**config.mk**
```make
export PLATFORM = sky130hd
export DESIGN_NAME = sysid_ctrl_stall_timer
export DESIGN_NICKNAME = d
export VERILOG_FILES = /design/src/rtl/sysid_ctrl_pkg.sv /design/src/rtl/sysid_ctrl_stall_timer.sv
export SDC_FILE = /design/constraint.sdc
export NUM_CORES = 1
export LEC_CHECK = 0
export CAP_MARGIN = 25
export CORE_MARGIN = 5
export CORE_UTILIZATION = 45
export CTS_CLUSTER_SIZE = 24
export DETAILED_ROUTE_END_ITERATION = 7
export PLACE_DENSITY = 0.64
export SLEW_MARGIN = 15
export SYNTH_ARGS = -nofsm -noshare
export SYNTH_HDL_FRONTEND = slang
export SYNTH_SLANG_ARGS = --single-unit
```
**constraint.sdc**
```tcl
create_clock -name clock -period 1.61 [get_ports clock]
set_clock_uncertainty 0.05 [all_clocks]
set_input_delay 0.161 -clock clock [delete_from_list [all_inputs] [get_ports clock]]
set_output_delay 0.161 -clock clock [all_outputs]
set_load 0.01 [all_outputs]
```
**src/rtl/sysid_ctrl_pkg.sv**
```systemverilog
// Shared types and constants for the system ID boot checker.
package sysid_ctrl_pkg;

  typedef enum logic [2:0] {
    IDLE,
    RD_ID,
    WAIT_ID,
    RD_TS,
    WAIT_TS,
    CHECK,
    DONE
  } state_e;

  localparam logic SYSID_ADDR_ID = 1'b0;
  localparam logic SYSID_ADDR_TS = 1'b1;

  localparam int unsigned SYSID_TMR_W = 16;

endpackage

```
**src/rtl/sysid_ctrl_stall_timer.sv**
```systemverilog
// Clearable saturating cycle counter; terminal_c flags the cycle whose edge
// brings the count to LIMIT.
module sysid_ctrl_stall_timer
  import sysid_ctrl_pkg::*;
#(
  parameter int unsigned LIMIT = 1
) (
  input  logic clock,
  input  logic reset,
  input  logic clear,
  input  logic enable,
  output logic terminal_c
);

  localparam logic [SYSID_TMR_W-1:0] LIMIT_W = SYSID_TMR_W'(LIMIT);
  localparam logic [SYSID_TMR_W-1:0] LAST_W  = SYSID_TMR_W'(LIMIT - 1);

  logic [SYSID_TMR_W-1:0] count;

  always_ff @(posedge clock) begin
    if (reset || clear) begin
      count <= '0;
    end else if (enable && (count != LIMIT_W)) begin
      count <= count + SYSID_TMR_W'(1);
    end
  end

  assign terminal_c = enable && (count == LAST_W);

endmodule

```
* Word-level counts from Yosys, hierarchy flattened *
Cells that the tools add are included.

word-level totals
  register bits = 16
  input port bits = 4
  output and inout bits = 1
  word-level logic and storage cells = 7

cells by class
  add/sub/neg operators = 1
  equal/unequal tests = 1
  reduce and logical (&&, ||, !) cells = 4

operators with widths
  operator                                                number
  adder 16 x 1 -> 16 bit, second input constant           1
  zero test 16 bit                                        1
  inequality test 16 x 1 -> 1 bit, second input constant  1
  logical AND 1 bit                                       2
  logical OR 1 bit                                        1

* Longest topological paths before layout *
  depth in word-level cells = 2
  mapped depth = 6
  mapped depth without buffers = 6

* Least setup slack after synthesis *
OpenSTA, ideal clock, no wires.

  path type = register -> register
  start = register count[0]
  end = register count[14]
  library setup time = 0.070 ns
  arrival time = 1.567 ns
  slack = -0.077 ns
  stages on the path, launching flop included = 6
  buffers on the path = 0
  cell sequence = dfxtp_1 ha_1 nand2_1 or3_1 or3_1 a21oi_1

between the ends
  longest elaborated chain between the ends = 2
  elaborated cells on any way between the ends = 3
  classes of those cells = add/sub (1); eq/ne (1); reduce/logical (1)

RTL lines
  element                                                                         RTL line                      source
  start, declared                                                                 sysid_ctrl_stall_timer.sv:18  logic [SYSID_TMR_W-1:0] count;
  start signal, assigned                                                          sysid_ctrl_stall_timer.sv:24  count <= count + SYSID_TMR_W'(1);
  parallel branches: the longest is 2 deep, another holds adder 16 x 1 -> 16 bit  --

Several ways; the timed one is not identified.
A chain may end at the register's enable or synchronous reset.

* Final worst setup path *
  start = register count[4]
  end = register count[15]

The elaborated chain is that of the path after synthesis.

==> results.yml <==
status:
  status: "complete, no violations"
drt:
  routedWlPerCell_um: 12.0
  drtIter0Drc: 8
  final_antenna_net_count: 0
  vias: 770
  routed_wl_um: 1860
  firstDrtPassIters: 3
  drc: 0
  viasPerCell: 5.00
clock_tree:
  h-tree-depth: 1
  cts_made_buffers: 3
  cts_buffer_depth: 2
  tritoncts: "done"
  clock_sinks: 16
  worstSkewPairLatency_ns: 0.28
  clkTransAtPathRegs_ns: 0.09
  hold_buffers: 0
  root_buffer: "clkbuf_4"
setup_path:
  timing.rr.start: "count[4]$_SDFFE_PP0P_"
  cp-start-kind: "flop"
  path_buf_inv: 1
  reg2reg_depth: 5
  slowest_stage: "or3_4"
  crit_family: "simple AND/OR/NAND/NOR gates"
  r2r_end: "count[15]$_SDFFE_PP0P_"
  crit_type: "flop to flop"
  critPathArrivalTime_ns: 1.73
  max_stage_delay_ns: 0.40
  worst_ep_required_time_ns: 1.78
  setup.worst_path.start: "count[4]$_SDFFE_PP0P_"
  crit_fanout: 3
  r2r_setup_slack_ns: 0.05
  crit_chain: "buf_4 -> nand4_4 -> or3_4 -> or3_1 -> a21oi_1"
  crit_path_end_kind: "flop"
die:
  num_rows: 15
  num_io_pins: 5
  die_h_um: 52.4
  core_mm2: 0.00173
  die_w_um: 52.4
  dieArea_mm2: 0.00275
  initial_core_util: 0.469
placed_design:
  hpwl_um: 1380
  gp_congestion: 0.790
  dp.cells: 148
  io_buffers: 4
  post-place-ws_ns: -0.204
logic_synthesis:
  ys_ff_latch: 16
  ys.flop_type: "dfxtp_1"
  synth.top_cell.area_share: 0.396
  syn_nets: 103
  netlist_area_um2: 810
  yosysWarnings: 0
  synth.distinct_cells: 24
  post-synth-top-count-cell: "dfxtp_1"
  synth-seq-area-share: 0.396
  synthArstFlopShare: 0
  synth_top_area_cell: "dfxtp_1"
  syn_area_per_cell_um2: 8.43
  yosys-top-cells-count: "dfxtp_1, nor2_1, xnor2_1"
  synth-edff-count: 0
  netlist_top_cells_area: "dfxtp_1, xnor2_1, nor2_1"
  synth_cells: 96
sta:
  rsz0062_at_grt: "true"
  tightest_slew_ns: 0.322
  fin_crit_ns: 1.56
  slew-limit-headroom: 0.783
  final.setup.worst_slack_ns: 0.0451
  clock.fmax_mhz: 639
  final_max_slew_viol_count: 0
  setup-violations-final: 0
  fin_crit_sh: 0.972
  hold_viol: 0
power:
  peakVddDrop_v: 0.000493
  intPower_mw: 0.507
  p_sw_frac: 0.221
  clkPwrFrac: 0.318
  total_leakage_power_nw: 0.432
  combPwrFrac: 0.072
  power.density_mw_per_mm2: 563
  p_sw_mw: 0.144
  seqPwrFrac: 0.610
final_layout:
  largest-register: "count"
  syn_to_final_growth_pct: 42.8
  largest_register_ffs: 16
  final_layout_size_suffix_gt1_frac: 0.372
  stdcell_count: 154
  antenna_cells: 0
  largest_registers: "count (16)"
  nets: 138
global_route:
  grt_antenna_before_repair: 0
  overflow: 0
  grt_pass1_wl_um: 3080
  grt_pass1_vias: 726
  grt_usage: 0.155
  grt_max_degree: 17
flow_run:
  drv_cap: 0
worst_hold_path:
  holdPathEnd: "count[14]$_SDFFE_PP0P_"
  worstHoldPathType: "flop to flop"
  min_from: "count[14]$_SDFFE_PP0P_"
  min_path_cells: 2
cell type report:
type | instances | area (um^2)
Clock buffer | 3 | 22.5
Sequential cell | 16 | 334
Inverter | 5 | 18.8
Fill cell | 152 | 571
Tap cell | 25 | 31.3
Timing Repair Buffer | 32 | 249
Multi-Input combinational cell | 73 | 500
worst min-delay path: stages, from the launching register on:
cell and delay (ns):
dfxtp_1 0.35, o21ai_0 0.09, a21oi_1 0.06
through the flow:
stage	total power [mW]	utilization	setup TNS, ns	hold slack (ns)	area, um^2
finish	0.651	0.670	0	0.496	1160
global route	0.698	0.670	-0.109	0.548	1160
CTS	0.661	0.641	0	0.481	1110
detailed placement	0.455	0.623	-1.11	0.467	1080
global placement	0.454	0.623	-0.892	0.451	1080
floorplan	0.431	-	0	0.353	825
cells by family (layout without fill, tap and decap cells):
| logic type | Yosys count | count (layout) | synth area share |
|---|---|---|---|
| AOI/OAI and AO/OA | 11 | 11 | 0.0757 |
| DFF | 16 | 16 | 0.396 |
| muxes | 1 | 1 | 0.0124 |
| and+or+nand+nor | 48 | 48 | 0.329 |
| xor gates and xnor gates | 10 | 10 | 0.108 |
| adders and majority gates | 3 | 3 | 0.0464 |
| buffers and inverters | 7 | 40 | 0.0325 |
repair_timing:
action	in CTS	in global routing
setup endpoints to repair	1	8
pin swaps	1	2
cloned	0	0
buffers inserted	1	2
resized for setup	5	11
how the worst max path moves through the flow:
stage | to | slack [ns] | cells after the start
floorplan | count[14]$_SDFFE_PP0P_ | 0.03 | 5
global placement | count[15]$_SDFFE_PP0P_ | -0.18 | 5
detailed placement | count[15]$_SDFFE_PP0P_ | -0.20 | 5
CTS | count[14]$_SDFFE_PP0P_ | 0.003 | 5
global route | terminal_c | -0.08 | 5
finish | count[15]$_SDFFE_PP0P_ | 0.05 | 5
power by group through the flow:
stage          logic [mW]  registers [mW]  clock network [mW]
2_1_floorplan      0.0210           0.410                   0
3_3_place_gp       0.0446           0.410                   0
3_5_place_dp       0.0450           0.410                   0
4_1_cts            0.0434           0.401               0.217
5_1_grt            0.0521           0.398               0.248
6_report           0.0470           0.397               0.207
placed cells by master (no fill, tap or decap), types with 3 or more instances in the layout:
master | Yosys | layout
dfxtp_1 | 16 | 9
inv_1 | 5 | 5
clkdlybuf4s50_1 | 0 | 3
nand3_1 | 5 | 5
nor2_1 | 13 | 13
dfxtp_2 | 0 | 5
nand4_1 | 4 | 4
clkbuf_4 | 0 | 3
a21oi_1 | 5 | 5
buf_4 | 0 | 27
o21ai_0 | 4 | 4
or3_1 | 4 | 4
nand2_1 | 7 | 7
xnor2_1 | 8 | 8
nor4_1 | 7 | 5
layer usage:
metal / track usage / wire, um / vias up
met2: 0.250 / 907 / 5
met3: 0.0541 / 41 / 4
li1: - / - / 407
met1: 0.186 / 884 / 354
met5: 0 / 0 / -
met4: 0.0638 / 21 / 0
(Power assumes the default switching activity.)
